--- src/rtl/uart_frame_loader_pkg.sv ---
// rtl/uart_frame_loader_pkg.sv - shared state, sync-byte and error encodings for the frame loader
package uart_frame_loader_pkg;

   typedef enum logic [2:0] {
      ST_IDLE,
      ST_SYNC1,
      ST_HI,
      ST_LO,
      ST_CKSUM
   } state_t;

   localparam logic [7:0] SYNC0_BYTE = 8'hAA;
   localparam logic [7:0] SYNC1_BYTE = 8'h55;

   localparam logic [1:0] ERR_NONE    = 2'd0;
   localparam logic [1:0] ERR_CKSUM   = 2'd1;
   localparam logic [1:0] ERR_UART    = 2'd2;
   localparam logic [1:0] ERR_TIMEOUT = 2'd3;

endpackage

--- src/rtl/uart_frame_loader_if.sv ---
// rtl/uart_frame_loader_if.sv - receiver byte stream in, frame-buffer writes and frame status out
interface uart_frame_loader_if #(
   parameter int ADDR_W = 17
);
   logic [7:0]        rx_data;
   logic              rx_valid;
   logic              rx_ferr;
   logic              wr_en;
   logic [ADDR_W-1:0] wr_addr;
   logic [15:0]       wr_data;
   logic              busy;
   logic              frame_done;
   logic              frame_ok;
   logic [1:0]        err_code;

   modport master (
      output rx_data, rx_valid, rx_ferr,
      input  wr_en, wr_addr, wr_data, busy, frame_done, frame_ok, err_code
   );

   modport slave (
      input  rx_data, rx_valid, rx_ferr,
      output wr_en, wr_addr, wr_data, busy, frame_done, frame_ok, err_code
   );
endinterface

--- src/rtl/uart_frame_loader_strobe.sv ---
// rtl/uart_frame_loader_strobe.sv - uart_byte_strobe: one registered accept per rx_valid rise
module uart_byte_strobe (
   input  logic       clock,
   input  logic       reset_n,
   input  logic [7:0] rx_data,
   input  logic       rx_valid,
   input  logic       rx_ferr,
   output logic       acc_valid,
   output logic [7:0] acc_data,
   output logic       acc_ferr
);

   logic valid_q;

   always_ff @(posedge clock) begin
      if (!reset_n) begin
         valid_q   <= 1'b0;
         acc_valid <= 1'b0;
         acc_data  <= 8'h00;
         acc_ferr  <= 1'b0;
      end else begin
         valid_q   <= rx_valid;
         acc_valid <= rx_valid & ~valid_q;
         acc_data  <= rx_data;
         acc_ferr  <= rx_ferr;
      end
   end

endmodule

--- src/rtl/uart_frame_loader.sv ---
// rtl/uart_frame_loader.sv - sync hunt, RGB565 packing, frame-buffer writes, checksum and timeout
module uart_frame_loader
   import uart_frame_loader_pkg::*;
#(
   parameter int PIXELS  = 76800,
   parameter int ADDR_W  = 17,
   parameter int TIMEOUT = 5000000
) (
   input  logic clock,
   input  logic reset_n,
   uart_frame_loader_if.slave bus
);

   localparam int TMO_W = $clog2(TIMEOUT + 1);
   localparam logic [TMO_W-1:0]  TMO_LAST = TMO_W'(TIMEOUT - 1);
   localparam logic [ADDR_W-1:0] PIX_LAST = ADDR_W'(PIXELS - 1);

   logic              acc_valid;
   logic [7:0]        acc_data;
   logic              acc_ferr;

   state_t            state, state_n;
   logic [ADDR_W-1:0] pix_idx;
   logic [7:0]        sum;
   logic [7:0]        hi_byte;
   logic [TMO_W-1:0]  tmo_cnt;
   logic              busy;

   logic              start, latch_hi, write_px, finish;
   logic [1:0]        finish_err;

   logic              wr_en_q, frame_done_q, frame_ok_q;
   logic [ADDR_W-1:0] wr_addr_q;
   logic [15:0]       wr_data_q;
   logic [1:0]        err_code_q;

   uart_byte_strobe u_strobe (
      .clock     (clock),
      .reset_n   (reset_n),
      .rx_data   (bus.rx_data),
      .rx_valid  (bus.rx_valid),
      .rx_ferr   (bus.rx_ferr),
      .acc_valid (acc_valid),
      .acc_data  (acc_data),
      .acc_ferr  (acc_ferr)
   );

   assign busy = (state != ST_IDLE);

   // A byte accept always takes priority over a timeout landing on the same cycle.
   always_comb begin
      state_n    = state;
      start      = 1'b0;
      latch_hi   = 1'b0;
      write_px   = 1'b0;
      finish     = 1'b0;
      finish_err = ERR_NONE;
      if (acc_valid) begin
         if (acc_ferr && busy) begin
            state_n    = ST_IDLE;
            finish     = 1'b1;
            finish_err = ERR_UART;
         end else begin
            case (state)
               ST_IDLE: begin
                  if (!acc_ferr && acc_data == SYNC0_BYTE) state_n = ST_SYNC1;
               end
               ST_SYNC1: begin
                  if (acc_data == SYNC1_BYTE) begin
                     state_n = ST_HI;
                     start   = 1'b1;
                  end else if (acc_data != SYNC0_BYTE) begin
                     state_n = ST_IDLE;
                  end
               end
               ST_HI: begin
                  latch_hi = 1'b1;
                  state_n  = ST_LO;
               end
               ST_LO: begin
                  write_px = 1'b1;
                  state_n  = (pix_idx == PIX_LAST) ? ST_CKSUM : ST_HI;
               end
               ST_CKSUM: begin
                  state_n    = ST_IDLE;
                  finish     = 1'b1;
                  finish_err = (acc_data == sum) ? ERR_NONE : ERR_CKSUM;
               end
               default: state_n = ST_IDLE;
            endcase
         end
      end else if (busy && tmo_cnt == TMO_LAST) begin
         state_n    = ST_IDLE;
         finish     = 1'b1;
         finish_err = ERR_TIMEOUT;
      end
   end

   always_ff @(posedge clock) begin
      if (!reset_n) begin
         state        <= ST_IDLE;
         pix_idx      <= '0;
         sum          <= 8'h00;
         hi_byte      <= 8'h00;
         tmo_cnt      <= '0;
         wr_en_q      <= 1'b0;
         wr_addr_q    <= '0;
         wr_data_q    <= 16'h0000;
         frame_done_q <= 1'b0;
         frame_ok_q   <= 1'b0;
         err_code_q   <= ERR_NONE;
      end else begin
         state        <= state_n;
         wr_en_q      <= write_px;
         frame_done_q <= finish;
         tmo_cnt      <= (acc_valid || !busy) ? '0 : tmo_cnt + 1'b1;
         if (start) begin
            pix_idx    <= '0;
            sum        <= 8'h00;
            err_code_q <= ERR_NONE;
         end
         if (latch_hi) begin
            hi_byte <= acc_data;
            sum     <= sum + acc_data;
         end
         if (write_px) begin
            wr_addr_q <= pix_idx;
            wr_data_q <= {hi_byte, acc_data};
            sum       <= sum + acc_data;
            pix_idx   <= pix_idx + 1'b1;
         end
         if (finish) begin
            err_code_q <= finish_err;
            frame_ok_q <= (finish_err == ERR_NONE);
         end
      end
   end

   assign bus.wr_en      = wr_en_q;
   assign bus.wr_addr    = wr_addr_q;
   assign bus.wr_data    = wr_data_q;
   assign bus.busy       = busy;
   assign bus.frame_done = frame_done_q;
   assign bus.frame_ok   = frame_ok_q;
   assign bus.err_code   = err_code_q;

endmodule
--- src/flat_wrapper.sv ---
// flat-port wrapper written by rule: the top's interface ports become plain ports
module uart_frame_loader_flat import uart_frame_loader_pkg::*;
#(
   parameter int PIXELS  = 76800,
   parameter int ADDR_W  = 17,
   parameter int TIMEOUT = 5000000
)
  (clock, reset_n, bus_rx_data, bus_rx_valid, bus_rx_ferr, bus_wr_en, bus_wr_addr, bus_wr_data, bus_busy, bus_frame_done, bus_frame_ok, bus_err_code);
  uart_frame_loader_if #(.ADDR_W(ADDR_W)) bus_i ();
  input  logic clock;
  input  logic reset_n;
  input wire logic [$bits(bus_i.rx_data)-1:0] bus_rx_data;
  input wire logic [$bits(bus_i.rx_valid)-1:0] bus_rx_valid;
  input wire logic [$bits(bus_i.rx_ferr)-1:0] bus_rx_ferr;
  output wire logic [$bits(bus_i.wr_en)-1:0] bus_wr_en;
  output wire logic [$bits(bus_i.wr_addr)-1:0] bus_wr_addr;
  output wire logic [$bits(bus_i.wr_data)-1:0] bus_wr_data;
  output wire logic [$bits(bus_i.busy)-1:0] bus_busy;
  output wire logic [$bits(bus_i.frame_done)-1:0] bus_frame_done;
  output wire logic [$bits(bus_i.frame_ok)-1:0] bus_frame_ok;
  output wire logic [$bits(bus_i.err_code)-1:0] bus_err_code;
  assign bus_i.rx_data = bus_rx_data;
  assign bus_i.rx_valid = bus_rx_valid;
  assign bus_i.rx_ferr = bus_rx_ferr;
  assign bus_wr_en = bus_i.wr_en;
  assign bus_wr_addr = bus_i.wr_addr;
  assign bus_wr_data = bus_i.wr_data;
  assign bus_busy = bus_i.busy;
  assign bus_frame_done = bus_i.frame_done;
  assign bus_frame_ok = bus_i.frame_ok;
  assign bus_err_code = bus_i.err_code;
  uart_frame_loader #(.PIXELS(PIXELS), .ADDR_W(ADDR_W), .TIMEOUT(TIMEOUT)) u_core (.clock(clock), .reset_n(reset_n), .bus(bus_i));
endmodule
--- config.mk ---
export PLATFORM = sky130hd
export DESIGN_NAME = uart_frame_loader_flat
export DESIGN_NICKNAME = d
export VERILOG_FILES = /design/src/rtl/uart_frame_loader_pkg.sv /design/src/rtl/uart_frame_loader_if.sv /design/src/rtl/uart_frame_loader_strobe.sv /design/src/rtl/uart_frame_loader.sv /design/src/flat_wrapper.sv
export SDC_FILE = /design/constraint.sdc
export NUM_CORES = 1
export LEC_CHECK = 0
export BUFFER_PORTS_ARGS = -buffer_cell sky130_fd_sc_hd__buf_2
export CAP_MARGIN = 20
export CORE_UTILIZATION = 35
export DETAILED_ROUTE_END_ITERATION = 6
export RECOVER_POWER = 50
export REMOVE_ABC_BUFFERS = 1
export SLEW_MARGIN = 20
export SYNTH_ARGS = -nofsm -noshare
export SYNTH_HDL_FRONTEND = slang
export SYNTH_HIERARCHICAL = 1
export SYNTH_SLANG_ARGS = --single-unit
--- constraint.sdc ---
create_clock -name clock -period 5.8 [get_ports clock]
set_clock_uncertainty 0.15 [all_clocks]
set_input_delay 1.16 -clock clock [delete_from_list [all_inputs] [get_ports clock]]
set_output_delay 1.16 -clock clock [all_outputs]
set_load 0.01 [all_outputs]
# == Yosys cells after proc, flatten, opt, wreduce, memory -nomap -nowiden ==
# Cells that the tools add are included.
# totals
inputBits,12
output_inout_bits,39
register_bits,108
elab_cells,82
# op_classes
mux,34
n_addsub,3
reduce_logical,15
n_eq_ne,12
bitwise,3
# op_table
operator,n
two-way mux 17 bit,2
two-way mux 8 bit,3
"adder 23 x 1 -> 23 bit, second input constant",1
"equality test 23 bit, second input constant",1
two-way mux 3 bit,7
"adder 17 x 1 -> 17 bit, second input constant",1
"equality test 17 bit, second input constant",1
two-way mux 1 bit,15
two-way mux 2 bit,6
one-hot mux 3 bit (4 select lines),1
adder 8 bit,1
"equality test 8 x 7 -> 1 bit, second input constant",1
equality test 8 bit,1
"equality test 8 bit, second input constant",1
"!= test 8 bit, second input constant",1
"equality test 3 x 2 -> 1 bit, second input constant",2
nonzero test 2 bit,3
nonzero test 3 bit,2
"!= test 5 x 2 -> 1 bit, second input constant",1
"!= test 4 x 2 -> 1 bit, second input constant",1
"equality test 3 x 1 -> 1 bit, second input constant",1
"equality test 3 bit, second input constant",1
logical AND 1 bit,3
logical NOT 3 bit,1
7 further kinds,9

# == Depth between registers and ports, before layout ==
# Gate-level depths: netlist of the first run.
# logic_depth
depth_word,8
mapped_depth,8
ltp_nobuf,7

# == Modules after synthesis ==
# Netlist of the first run, hierarchy kept.
# modules_own_cells
mod,seq_area_each_um2,cells_per_inst,area_per_inst_um2,instances
uart_frame_loader,1941.9,541,4518.1,1
uart_byte_strobe,220.2,23,302.8,1

# == Worst setup path after synthesis of the first run ==
# OpenSTA, ideal clock, no wires.
# synth_timing
path_kind,register to output
startpoint,register u_core.state[0]
endpoint,output bus_busy
slack_ns,3.643
stages_incl_launch_ff,4
arrival_time_ns,0.847
required_ns,4.490
path_buffers,1
path_cell_list,dfxtp_1 -> buf_4 -> nor3_1 -> inv_1
# synth_between
elab_chain_len,1
# synth_lines
item,line_no,source
from (decl),uart_frame_loader.sv:22,"state_t state, state_n;"
from (signal assigned),uart_frame_loader.sv:113,state <= state_n;
nonzero test 3 bit,uart_frame_loader.sv:48,assign busy = (state != ST_IDLE);
to (decl),flat_wrapper.sv:18,output wire logic [$bits(bus_i.busy)-1:0] bus_busy;
# No other way between the ends.

# == Final worst setup path of the first run ==
# Ends and elaborated chain as after synthesis.

==> results.tsv, run 1 <==
metric	value	unit
status	completed	
Cells after Synth	564	
gp weighted congestion	0.814	
met1 GRT Util	0.193	
hold buffers post-CTS	0	
largest net degree at the start of global routing	90	
first-pass iteration count of the detailed router	4	
CTS tree	built	
Leak Pwr	1.80	nW
fraction of layout cells with a size suffix above 1	0.0547	
mux cell area share after synthesis	0.0125	
latest clock arrival within the worst-skew pair	350	ps
most common cell after layout, fill and taps aside	nand2_1	
CP delay by family, top	flip-flops	
Crit. End Element	primary output	
Starting Density	0.361	
crit path DAT	1660	ps
Fmax achieved	337	MHz
Max Cap Viol	0	
period utilization	0.512	
synthesized area	4820	um2
Post-synth EDFFs	0	
GR peak layer	met2	
HPWL Detailed	6.86	mm
Hold Fails Final Rpt	0	
Num Clock Sinks	108	
Post-CTS Resized	0	
Synth Area in Adders	0.0275	
H-tree levels	3	
CP max-delay cell	dfxtp_1	
vias per inst	5.04	
setup ws final	2830	ps
Num CTS Buffers	9	
WHS	294	ps
max incr delay on CP	750	ps
Port Buf Inserts	50	
PD cells	254	nW/um2
Root Driver	clkbuf_16	
first-pass GRT wire length	17.6	mm
crit path time final	2970	ps
Area growth, synth to finish	12.0	%
main combinational cell family by area after synthesis	simple AND/OR/NAND/NOR gates	
CP max FO	19	
# rows	42	
GR Util met3	0.0412	
unrepaired setup endpoints after global routing	false	
WL per Instance	13.4	um
final layout net count	620	
DIE HEIGHT	119	um
Max VDD drop	0.156	mV
ys async rst share	0	
setup TNS	0	ps
DR iter-0 viols	248	
Slew Viols, Final	0	
diodes inserted	0	
commonest non-fill, non-tap cells in the layout	nand2_1, dfxtp_1, a21boi_0, clkbuf_1, nor2_1	
worst path bufs/invs	2	
Synth Flop Type	dfxtp_1	
register bit total from synthesis	108	
met2 Use GR	0.252	
Die ar.	14200	um2
Ys Warns	6	
CP startpoint kind	register	
Synth Area per Inst	8.55	um2
final WL	10.4	mm
vias in the first global route	3763	
CP Cell Sequence	nor3_1 -> inv_1 -> buf_2	
initial antenna violation count	0	
XOR/XNOR Fraction of Synth Area	0.0436	
Synth cell types	54	
post-synthesis compound-gate area fraction	0.163	
WS Path Type	register to primary output	
Worst Hold Class	register to register	
via count	3924	
max_slew headroom	0.390	
pre-CTS setup slack	2430	ps
core area	13300	um2
# DRC	0	
Post-DRT Antenna Nets	0	
postcts setup bufs	0	
Die Wd	119	um
Req. time, crit path	4490	ps
sequential area share after synthesis	0.448	
Post-Synth Simple-Gate Area	0.269	
# IOs	51	
GRT Resource Usage Total	0.154	
GR Overflow Total	0	
final setup vio count	0	
Worst-Margin Slew	912	ps
clock-pin slew on the worst setup and hold paths	70	ps
CTS max path bufs	2	
cell families (layout without fill, tap and decap cells):
kind of cell	after synthesis	count (layout)
adders and majority gates	10	10
AOI/OAI and AO/OA	113	113
xor gates and xnor gates	24	24
buffers and inverters	39	78
muxes	6	6
and+or+nand+nor	264	264
DFF	108	108
Yosys cell counts, types with 8 or more instances:
cell | instances | area, um2
a21boi_0 | 52 | 390
inv_1 | 9 | 33.8
nor2_1 | 40 | 150
a21oi_1 | 11 | 55.1
o21ai_0 | 24 | 120
nand2_1 | 109 | 409
and3_1 | 8 | 50.1
nor3_1 | 12 | 60.1
xnor2_1 | 17 | 149
nand3_1 | 26 | 130
ha_1 | 9 | 113
dfxtp_1 | 108 | 2160
and2_1 | 22 | 138
clkbuf_1 | 20 | 75.1
layer usage:
metal  up-vias  part of all wire  wire, um
met3        12             0.048       496
met4         0             0.017       173
met5         -                 0         0
li1       2017                 -         -
met2        67              0.47      4860
met1      1828              0.47      4910
worst paths after layout:
path              cells past startpoint                        endpoint  slack [ps]                            startpoint
hold reg to reg                       1    u_core/tmo_cnt[0]$_SDFF_PP0_         290          u_core/tmo_cnt[0]$_SDFF_PP0_
hold / removal                        1    u_core/tmo_cnt[0]$_SDFF_PP0_         290          u_core/tmo_cnt[0]$_SDFF_PP0_
setup / recovery                      3                        bus_busy        2830          u_core/state[0]$_SDFFE_PN0P_
setup reg to reg                      5  u_core/pix_idx[9]$_SDFFE_PN0P_        2910  u_core/u_strobe/acc_valid$_SDFF_PN0_
flip-flops by register name (all words and copies together) (netlist names), 2 cells and up:
| signal | count |
|---|---|
| u_core/pix_idx | 17 |
| u_core/bus.wr_addr | 17 |
| u_core/bus.wr_data | 16 |
| u_core/bus.err_code | 2 |
| u_core/sum | 8 |
| u_core/hi_byte | 8 |
| u_core/tmo_cnt | 23 |
| u_core/state | 3 |
| u_core/u_strobe/acc_data | 8 |
per-stage QoR:
stage,std cells,utilization,instance area (um2),power (mW)
2_1_floorplan,534,-,4680,0.791
3_3_place_gp,763,0.388,5170,0.811
3_5_place_dp,763,0.388,5180,0.812
4_1_cts,779,0.409,5460,1.39
5_1_grt,779,0.404,5400,1.43
6_report,779,0.404,5400,1.37
power breakdown:
part / internal, mW / total [mW] / switching (mW)
clock: 0.305 / 0.575 / 0.270
combinational: 0.0179 / 0.0389 / 0.0210
sequential: 0.747 / 0.755 / 0.00821
total: 1.07 / 1.37 / 0.299
cell type report:
cell class              count  area [um2]
clock buffers              11         243
repair buffers             53         224
inverters                   9        33.8
well taps                 176         220
flip-flops and latches    108        2160
clock inverters             5        36.3
fillers                  1395        7950
multi-input cells         417        2480
(Power assumes the default switching activity.)
==> run 2: changes to the inputs <==
Clock period 5.8 ns to 2.9 ns, I/O delays scaled along.
==> results.tsv, run 2 (same netlist as run 1, synthesis figures left out) <==
metric	value	unit	change
Worst Hold Class	primary input to register		
CP delay by family, top	simple AND/OR/NAND/NOR gates		
post-placement cell area	5230	um2	+1.0%
WS Path Type	register to register		
DR iter-0 viols	198		-20%
Largest Register	u_core/tmo_cnt		
Leak Pwr	1.83	nW	+1.4%
Crit. End Element	register		
unrepaired setup endpoints after global routing	false		
CP Cell Sequence	nand4bb_1 -> or4_1 -> and2_1 -> o21ai_0 -> a21boi_0		
DIE HEIGHT	119	um	unchanged
max incr delay on CP	970	ps	+220 ps
CP max FO	21		+2
gp weighted congestion	0.860		+5.6%
# DRC	0		unchanged
initial antenna violation count	0		unchanged
crit path DAT	2630	ps	+970 ps
Hold Fails Final Rpt	0		unchanged
HPWL Detailed	7.14	mm	+4.1%
Root Driver	clkbuf_16		
Finished Cell Area	5430	um2	+0.67%
Fmax achieved	393	MHz	
max reg flops	23		unchanged
via count	3972		+1.2%
Post-DRT Antenna Nets	0		unchanged
hold buffers post-CTS	0		unchanged
final layout net count	626		+0.97%
filler instances	1383		-0.86%
Die ar.	14200	um2	unchanged
clock-pin slew on the worst setup and hold paths	70	ps	about the same
period utilization	0.878		
Req. time, crit path	2980	ps	-1510 ps
Worst Hold Path EP	u_core/u_strobe/acc_data[2]$_SDFF_PN0_		
final setup vio count	0		unchanged
CP startpoint kind	register		
Post-CTS Resized	0		unchanged
diodes inserted	0		unchanged
reg2reg setup slack	350	ps	-2560 ps
vias per inst	5.08		+0.83%
vias in the first global route	3714		-1.3%
largest net degree at the start of global routing	76		-16%
Layout Cells excl Fill	782		+0.39%
max_slew headroom	0.412		+0.0226
Worst-Margin Slew	879	ps	-33.3 ps
core area	13300	um2	unchanged
crit path time final	2550	ps	
first-pass iteration count of the detailed router	5		+1
worst r2r dst	u_core/pix_idx[2]$_SDFFE_PN0P_		
Num CTS Buffers	9		unchanged
DP Cell Count	769		+0.79%
GRT Resource Usage Total	0.151		-0.00256
CP max-delay cell	or4_1		
Starting Density	0.361		unchanged
Num Clock Sinks	108		unchanged
PD cells	512	nW/um2	+100%
fraction of layout cells with a size suffix above 1	0.0545		-0.000271
register area	2160	um2	unchanged
# rows	42		unchanged
Multi-input gate area	2460	um2	-0.56%
postcts setup bufs	0		unchanged
Worst Hold Launch	bus_rx_data[2]		
hold path cells	2		+1
commonest non-fill, non-tap cells in the layout	nand2_1, dfxtp_1, a21boi_0, clkbuf_1, nor2_1		
Max Cap Viol	0		unchanged
CTS max path bufs	2		unchanged
status	completed		
first-pass GRT wire length	17.3	mm	-1.4%
final total power	2.78	mW	+100%
Max VDD drop	0.296	mV	+90%
final WL	10.5	mm	+0.52%
CTS tree	built		
latest clock arrival within the worst-skew pair	350	ps	about the same
Worst R2R Path Depth	5		unchanged
GR Overflow Total	0		unchanged
H-tree levels	3		unchanged
Die Wd	119	um	unchanged
Port Buf Inserts	50		unchanged
worst path bufs/invs	0		-2
WL per Instance	13.4	um	+0.13%
Area growth, synth to finish	12.7	%	
Slew Viols, Final	0		unchanged
# IOs	51		unchanged
FF-to-FF Start	u_core/u_strobe/acc_data[7]$_SDFF_PN0_		
most common cell after layout, fill and taps aside	nand2_1		
## run 2: worst max path at each step
stage,startpoint,to,depth (start not counted),slack [ps]
2_1_floorplan,u_core/u_strobe/acc_valid$_SDFF_PN0_,u_core/pix_idx[16]$_SDFFE_PN0P_,5,-100
3_3_place_gp,u_core/u_strobe/acc_valid$_SDFF_PN0_,u_core/pix_idx[9]$_SDFFE_PN0P_,6,720
3_5_place_dp,u_core/u_strobe/acc_valid$_SDFF_PN0_,u_core/pix_idx[9]$_SDFFE_PN0P_,6,680
4_1_cts,u_core/state[0]$_SDFFE_PN0P_,bus_busy,4,590
5_1_grt,u_core/u_strobe/acc_data[7]$_SDFF_PN0_,u_core/pix_idx[2]$_SDFFE_PN0P_,5,280
6_report,u_core/u_strobe/acc_data[7]$_SDFF_PN0_,u_core/pix_idx[2]$_SDFFE_PN0P_,5,350
## run 2: per-layer routing
metal  vias to the layer above  share of wire  track usage
li1                       2031              -            -
met1                      1869           0.49        0.193
met2                        61           0.46        0.244
met3                        11          0.037       0.0340
met4                         0          0.015       0.0648
met5                         -              0            0
## run 2: power breakdown
part           switching, mW  internal [mW]
combinational         0.0431         0.0372
clock                  0.517          0.676
sequential            0.0149           1.49
total                  0.575           2.21
## run 2: metrics by stage
stage               TNS (ps)   util  setup slack, ps  hold slack (ps)
floorplan               -126      -            -98.2              263
global placement           0  0.392              719              273
detailed placement         0  0.392              682              297
CTS                        0  0.413              590              275
global route               0  0.407              277              285
finish                     0  0.407              353              286
## run 2: cell type report
type	instances	area share
clock inverters	3	0.00737
repair buffers	59	0.0504
multi-input cells	417	0.454
inverters	9	0.00622
well taps	176	0.0405
clock buffers	10	0.0440
flip-flops and latches	108	0.398
==> run 3: changes to the inputs <==
Settings changed: SKIP_CTS_REPAIR_TIMING set to 1, SYNTH_HIERARCHICAL 1 to not set.
==> results.tsv, run 3 <==
metric	value	unit	change
HPWL Detailed	7.21	mm	+0.98%
Cells after Synth	553		-2.0%
met2 wire len	4.63	mm	-4.3%
Max Used Layer	met4		
core area	12800	um2	-3.9%
Post-synth EDFFs	0		unchanged
Hold Fails Final Rpt	0		unchanged
Slew Viols, Final	0		unchanged
final setup vio count	0		unchanged
crit path time final	2430	ps	-114 ps
crit path DAT	2490	ps	-140 ps
GR Overflow Total	0		unchanged
CP max FO	40		+90%
register bit total from synthesis	108		unchanged
synthesized area	4660	um2	-3.3%
final WL	10.1	mm	-3.8%
DR iter-0 viols	220		+11%
status	completed		
most common cell after layout, fill and taps aside	dfxtp_1		
register area	2160	um2	unchanged
via count	3922		-1.3%
PD cells	537	nW/um2	+4.9%
CP startpoint kind	primary input		
unrepaired setup endpoints after global routing	false		
vias in the first global route	3814		+2.7%
Die ar.	13800	um2	-3.2%
Worst Hold Class	register to register		
Largest Register	u_core.tmo_cnt		
max incr delay on CP	760	ps	-210 ps
first-pass iteration count of the detailed router	5		unchanged
most common library cells after synthesis	dfxtp_1, nand2_1, a21oi_1, nor2_1, nand3_1		
CP Cell Sequence	clkbuf_1 -> inv_1 -> clkbuf_2 -> o31ai_1		
latest clock arrival within the worst-skew pair	350	ps	about the same
diodes inserted	0		unchanged
max_slew headroom	0.390		-0.0226
DIE HEIGHT	117	um	-1.6%
largest net degree at the start of global routing	41		-46%
ys async rst share	0		unchanged
CP max-delay cell	clkbuf_2		
sequential area share after synthesis	0.464		+0.0153
initial antenna violation count	0		unchanged
worst path bufs/invs	3		+3
Port Buf Inserts	50		unchanged
Yosys top cell area share	0.464		+0.0153
Starting Density	0.364		+0.00234
gp weighted congestion	0.848		-1.4%
clock-pin slew on the worst setup and hold paths	70	ps	about the same
Ys Warns	0		-6
fraction of layout cells with a size suffix above 1	0.0750		+0.0205
Num Clock Sinks	108		unchanged
CTS max path bufs	2		unchanged
Finished Cell Area	5330	um2	-2.0%
GRT Resource Usage Total	0.155		+0.00373
post-placement cell area	5090	um2	-2.7%
period utilization	0.839		-0.0394
post-synth top area cell	dfxtp_1		
commonest non-fill, non-tap cells in the layout	dfxtp_1, nand2_1, a21oi_1, nor2_1, clkbuf_1		
Worst-Margin Slew	915	ps	+35.6 ps
Die Wd	117	um	-1.6%
Multi-input gate area	2330	um2	-5.4%
DRT met1 WL	4.75	mm	-6.9%
Crit. End Element	register		
WS Path Type	primary input to register		
setup TNS	0	ps	unchanged
Synth Area per Inst	8.43	um2	-1.4%
filler instances	1317		-4.8%
Max Cap Viol	0		unchanged
Root Driver	clkbuf_16		
count leader, synth	dfxtp_1		
Leak Pwr	1.81	nW	-1.1%
# DRC	0		unchanged
H-tree levels	3		unchanged
top post-synthesis cells by area	dfxtp_1, nand2_1, a21oi_1		
CP delay by family, top	buffers and inverters		
Synth Flop Type	dfxtp_1		
# rows	41		-2.4%
Req. time, crit path	2960	ps	-20 ps
final layout net count	617		-1.4%
Met3 Routed Length	520	um	+33%
Num CTS Buffers	9		unchanged
Fmax achieved	411	MHz	+4.7%
CTS tree	built		
Post-DRT Antenna Nets	0		unchanged
Area growth, synth to finish	14.2	%	
WL per Instance	13.1	um	-2.6%
# IOs	51		unchanged
vias per inst	5.08		about the same
max reg flops	23		unchanged
Max VDD drop	0.294	mV	-0.78%
first-pass GRT wire length	17.7	mm	+2.1%
Synth cell types	61		+13%
[run 3: logic make-up (layout without fill, tap and decap cells)]
group / after synthesis / in the layout / synth area share
xor gates and xnor gates: 28 / 28 / 0.0526
buffers and inverters: 37 / 84 / 0.0335
adders and majority gates: 10 / 10 / 0.0284
AOI/OAI and AO/OA: 107 / 107 / 0.131
and+or+nand+nor: 258 / 258 / 0.279
muxes: 5 / 5 / 0.0118
DFF: 108 / 108 / 0.464
[run 3: worst paths after layout]
check | start | end | slack (ps) | cells after the start
max | reset_n | u_core.sum[6]$_SDFFE_PN0P_ | 470 | 4
min reg2reg | u_core.u_strobe.valid_q$_SDFF_PN0_ | u_core.u_strobe.acc_valid$_SDFF_PN0_ | 250 | 1
max reg2reg | u_core.state[1]$_SDFFE_PN0P_ | u_core.pix_idx[4]$_SDFFE_PN0P_ | 560 | 6
min | u_core.u_strobe.valid_q$_SDFF_PN0_ | u_core.u_strobe.acc_valid$_SDFF_PN0_ | 250 | 1
[run 3: per-layer routing]
| layer | up-vias | GRT usage |
|---|---|---|
| li1 | 1999 | - |
| met2 | 75 | 0.257 |
| met3 | 16 | 0.0486 |
| met1 | 1832 | 0.189 |
| met5 | - | 0 |
| met4 | 0 | 0.0528 |
[run 3: cell type report]
class                   count  area share
inverters                   8     0.00564
well taps                 172      0.0404
clock buffers              11      0.0437
clock inverters             5      0.0157
flip-flops and latches    108       0.406
multi-input cells         408       0.438
repair buffers             60      0.0508
[run 3: where the power goes]
part           switching [mW]  internal (mW)
clock                   0.535          0.762
sequential             0.0109           1.49
combinational          0.0379         0.0224
[run 3: stage by stage]
step	worst slack (ps)	instances	hold WS [ps]	utilization	power, mW
after global routing	225	772	263	0.415	2.96
final	467	772	249	0.415	2.86
after detailed placement	583	756	245	0.397	1.60
after floorplan	456	524	217	-	1.57
after global placement	662	756	243	0.397	1.60
after CTS	556	772	257	0.421	2.91
